===== src/rtl/serial_add_sub.sv =====
// rtl/serial_add_sub.sv - digit-serial two's-complement adder/subtractor
//
// Purpose:
//   Adds or subtracts two WIDTH-bit operands using one DIGIT-bit ripple slice.
//   The slice is reused over WIDTH/DIGIT cycles.
//   Optional macro ADD_SUB_SAT_EN: on signed overflow, RESULT saturates to the
//   signed max/min instead of wrapping.
//
// Parameters:
//   WIDTH  operand/result width (>= 2)
//   DIGIT  bits resolved per clock; must divide WIDTH
//
// Ports:
//   clk       rising-edge clock
//   rst_n     asynchronous active-low reset
//   START     request, sampled only in IDLE
//   Choice    0 = A+B, 1 = A-B (sampled with START)
//   A, B      operands (sampled with START)
//   BUSY      high while the operation is running
//   DONE      one-cycle pulse, RESULT and flags valid
//   RESULT    sum/difference, held until the next accepted START
//   CARRY     carry out of the MSB (subtraction: 1 = no borrow)
//   OVERFLOW  signed overflow
//   ZERO      RESULT == 0

module serial_add_sub #(
    parameter int WIDTH = 8,
    parameter int DIGIT = 1
) (
    input  logic             clk,
    input  logic             rst_n,
    input  logic             START,
    input  logic             Choice,
    input  logic [WIDTH-1:0] A,
    input  logic [WIDTH-1:0] B,
    output logic             BUSY,
    output logic             DONE,
    output logic [WIDTH-1:0] RESULT,
    output logic             CARRY,
    output logic             OVERFLOW,
    output logic             ZERO
);

    localparam int N  = WIDTH / DIGIT;
    localparam int CW = (N > 1) ? $clog2(N) : 1;

    generate
        if (WIDTH < 2 || DIGIT < 1 || (WIDTH % DIGIT) != 0) begin : g_bad_params
            $error("serial_add_sub: WIDTH must be >= 2 and divisible by DIGIT");
        end
    endgenerate

    typedef enum logic [1:0] {
        S_IDLE,
        S_RUN,
        S_FIN
    } state_t;

    state_t state, next_state;

    logic [WIDTH-1:0] sa;
    logic [WIDTH-1:0] sb;
    logic [WIDTH-1:0] acc;
    logic             c;
    logic [CW-1:0]    count;
    logic             a_msb;
    logic             b_msb;

    logic             last_digit;
    logic [DIGIT:0]   digit_sum;
    logic [WIDTH-1:0] acc_next;
    logic             fin_ovf;
    logic [WIDTH-1:0] fin_result;

    assign last_digit = (count == CW'(N - 1));

    // One ripple slice: low digit of each operand plus the running carry.
    assign digit_sum = {1'b0, sa[DIGIT-1:0]} + {1'b0, sb[DIGIT-1:0]} + (DIGIT+1)'(c);

    // New digit enters at the MSB end, so after N shifts the LSB digit has
    // reached the bottom. Written as a wide shift so DIGIT == WIDTH also works.
    assign acc_next = WIDTH'({digit_sum[DIGIT-1:0], acc} >> DIGIT);

    // Sign rule uses the sign bits captured at START (B already inverted for
    // subtraction), so the check is the same for add and subtract.
    assign fin_ovf = (a_msb == b_msb) && (acc[WIDTH-1] != a_msb);

    always_comb begin
        fin_result = acc;
`ifdef ADD_SUB_SAT_EN
        if (fin_ovf) begin
            fin_result = a_msb ? {1'b1, {(WIDTH-1){1'b0}}} : {1'b0, {(WIDTH-1){1'b1}}};
        end
`endif
    end

    always_ff @(posedge clk or negedge rst_n) begin
        if (!rst_n) begin
            state <= S_IDLE;
        end else begin
            state <= next_state;
        end
    end

    always_comb begin
        next_state = state;
        case (state)
            S_IDLE:  if (START) next_state = S_RUN;
            S_RUN:   if (last_digit) next_state = S_FIN;
            S_FIN:   next_state = S_IDLE;
            default: next_state = S_IDLE;
        endcase
    end

    always_ff @(posedge clk or negedge rst_n) begin
        if (!rst_n) begin
            sa       <= '0;
            sb       <= '0;
            acc      <= '0;
            c        <= 1'b0;
            count    <= '0;
            a_msb    <= 1'b0;
            b_msb    <= 1'b0;
            BUSY     <= 1'b0;
            DONE     <= 1'b0;
            RESULT   <= '0;
            CARRY    <= 1'b0;
            OVERFLOW <= 1'b0;
            ZERO     <= 1'b1;
        end else begin
            // Registered status lags the state by one edge, which places BUSY
            // and DONE on the cycles after the edge that did the work.
            BUSY <= (state == S_RUN);
            DONE <= (state == S_FIN);
            case (state)
                S_IDLE: begin
                    if (START) begin
                        // Subtraction is A + ~B + 1: invert B, seed carry with 1.
                        sa    <= A;
                        sb    <= B ^ {WIDTH{Choice}};
                        c     <= Choice;
                        count <= '0;
                        a_msb <= A[WIDTH-1];
                        b_msb <= B[WIDTH-1] ^ Choice;
                    end
                end
                S_RUN: begin
                    c     <= digit_sum[DIGIT];
                    acc   <= acc_next;
                    sa    <= sa >> DIGIT;
                    sb    <= sb >> DIGIT;
                    count <= count + 1'b1;
                end
                S_FIN: begin
                    RESULT   <= fin_result;
                    CARRY    <= c;
                    OVERFLOW <= fin_ovf;
                    ZERO     <= ~|fin_result;
                end
                default: ;
            endcase
        end
    end

endmodule

===== config.mk =====
export PLATFORM = sky130hd
export DESIGN_NAME = serial_add_sub
export DESIGN_NICKNAME = d
export VERILOG_FILES = /design/src/rtl/serial_add_sub.sv
export SDC_FILE = /design/constraint.sdc
export NUM_CORES = 1
export LEC_CHECK = 0
export CELL_PAD_IN_SITES_DETAIL_PLACEMENT = 2
export CELL_PAD_IN_SITES_GLOBAL_PLACEMENT = 2
export CORE_MARGIN = 2
export CORE_UTILIZATION = 37
export CTS_CLUSTER_SIZE = 30
export DETAILED_ROUTE_END_ITERATION = 8
export GPL_ROUTABILITY_DRIVEN = 0
export MAX_ROUTING_LAYER = met4
export PLACE_DENSITY = 0.91
export REMOVE_ABC_BUFFERS = 1
export SLEW_MARGIN = 25
export SYNTH_ARGS = -nofsm -noshare
export SYNTH_HDL_FRONTEND = slang
export SYNTH_SLANG_ARGS = --single-unit

===== constraint.sdc =====
create_clock -name clk -period 2.4 [get_ports clk]
set_clock_uncertainty 0.1 [all_clocks]
set_input_delay 0.48 -clock clk [delete_from_list [all_inputs] [get_ports clk]]
set_output_delay 0.48 -clock clk [all_outputs]
set_load 0.01 [all_outputs]

==> impl_metrics.toml <==
[critical_path]
critical-path-slowest-cell = "dfstp_2"
path_cells = "clkdlybuf4s50_1"
crit_buf_inv = 1
crit_required_ns = 1.82
cp_slowest_stage_delay_ns = 0.53
cp_top_family = "flip-flops"
r2r_slack_ns = 0.58
timing.rr.start = "state[0]"
start_kind = "flop"
worstPathArrival_ns = 1.35
crit_path_end_kind = "primary output"
crit_type = "reg2out"
cp_max_fo = 2
crit_start = "ZERO"

[sta]
slew_viol_final = 0
setup_viol = 0
worst_slew_pin_slew_ns = 0.571
fin_crit_sh_pct = 80.5
hold_violations = 0
rsz0062_at_grt = "no"
relSlewSlack_pct = 62.0
setup_tns_ns = 0
fmax_mhz = 517
final.min_clock_period_ns = 1.93

[pwr]
cellPowerDensity_nw_per_um2 = 1140
peakVddDrop_mv = 0.372
power_uw = 2990
leakagePower_uw = 0.00116

[clocking]
cts_inserted_buffers = 5
cts_setup_buffers = 0
clk_pin_slew_ns = 0.08
cts_root_buffer = "clkbuf_8"
cts_tree = "built"
cts_max_level = 2
ctsHoldBuffers = 0
cts_resized = 0
cts_sinks = 45
clock_path_buffers = 2
insertion_delay_ns = 0.30

[cells_and_area]
antenna_cells = 0
drive_gt1_share_pct = 20.8
final_common_cell = "dfrtp_1"
area_delta_synth_final_pct = 26.7
layout_common_cells = "44 x dfrtp_1, 31 x clkdlybuf4s50_1, 18 x mux2_2"
nNetsFinal = 238

[logic_synthesis]
yosysSeqAreaShare_pct = 54.7
synth-edff-count = 0
synth-seq-cells = 45
ys_async_sr_fraction_pct = 100
avgSynthCellArea_um2 = 11.6
syn_area_um2 = 2060
syn_inst = 177
yosysWarnings = 0
synth.distinct_cells = 31
ys.flop_type = "dfrtp_1"

[global_routing]
overflow = 0
antenna_found_initial = 0
grt_max_degree = 28
grt_pass1_wl_um = 8700
grt_use_total_pct = 18.7
grt_pass1_vias = 1712

[route]
drc = 0
dr_total_vias = 1542
met3_length_um = 153
wirelength_met1_um = 2200
topRoutingLayerUsed = "met4"
ant_nets = 0
drt_iter0_drc = 51
wl_met2_um = 2720
dr.pass1.iters = 4
routed_wl_um = 5130
wire_per_inst_um = 17.8
vias_per_cell = 5.35

[min_path]
hold_class = "in2async"

[die]
start_util_pct = 37.9
ios = 33
die_w_um = 78.6
design.die.area_um2 = 6180
die_h_um = 78.6
rows = 27
coreArea_um2 = 5440

[run_status]
status = "complete, no violations"

[placement]
post-dp-hpwl_um = 3810
io_buffers = 32

[job]
cap_violations = 0
cells by family (layout without fill, tap and decap cells):
family	Yosys count	count (layout)	synth area share [%]
compound gates	46	46	15.1
flops	45	45	54.7
simple gates	37	37	9.78
mux	19	19	10.3
buf+inv	19	58	4.43
xor+xnor	8	8	3.40
fa+ha+maj	3	3	2.19
stage by stage:
stage	hold WS [ns]	instance area [um2]	setup slack [ns]	cells	util, %
after floorplan	0.0844	1990	0.0957	164	-
after global placement	0.363	2500	0.392	280	46.0
after detailed placement	0.373	2500	0.314	280	46.0
after CTS	0.0425	2610	0.452	288	48.0
after global routing	0.0553	2610	0.414	288	48.0
final	0.0362	2610	0.467	288	48.0
cell usage after synthesis (3+ instances only):
| library cell | count | area [um2] |
|---|---|---|
| buf_2 | 10 | 50.1 |
| o21ai_0 | 11 | 55.1 |
| o32ai_1 | 4 | 35.0 |
| inv_1 | 6 | 22.5 |
| a22oi_1 | 14 | 105 |
| nand2_1 | 14 | 52.6 |
| a221o_2 | 3 | 33.8 |
| a21oi_1 | 11 | 55.1 |
| nor2b_1 | 11 | 68.8 |
| xnor2_1 | 4 | 35.0 |
| xor2_1 | 4 | 35.0 |
| dfrtp_1 | 44 | 1100 |
| mux2_2 | 18 | 203 |
| nor2_1 | 3 | 11.3 |
worst paths after layout:
| path | to | depth (start not counted) |
|---|---|---|
| max | ZERO | 1 |
| min | sa[6] | 1 |
| max reg2reg | sb[4] | 4 |
| min reg2reg | ZERO | 2 |
| max in group asynchronous | ZERO | 2 |
| min in group clk | ZERO | 2 |
area by class of cell:
class	count	area [um2]
multi-input combinational	113	843
tap	72	90.1
clock buffer	6	72.6
inverter	6	22.5
clock inverter	2	35.0
timing repair buffer	44	418
sequential	45	1130
fill	552	2830
routing by layer:
| metal | GRT usage, % | up-vias |
|---|---|---|
| met5 | - | - |
| met4 | 4.39 | 0 |
| met3 | 3.68 | 6 |
| met2 | 32.1 | 33 |
| met1 | 22.9 | 801 |
| li1 | - | 702 |
registers in the layout, summed over array words and instances (netlist names), 2 cells and up:
register / cells
RESULT: 8
acc: 8
sa: 8
sb: 8
count: 3
state: 2
power breakdown:
part	total (uW)	internal, uW	switching (uW)
clock	569	309	260
combinational	1070	601	472
sequential	1340	1070	275
(Power assumes the default switching activity.)
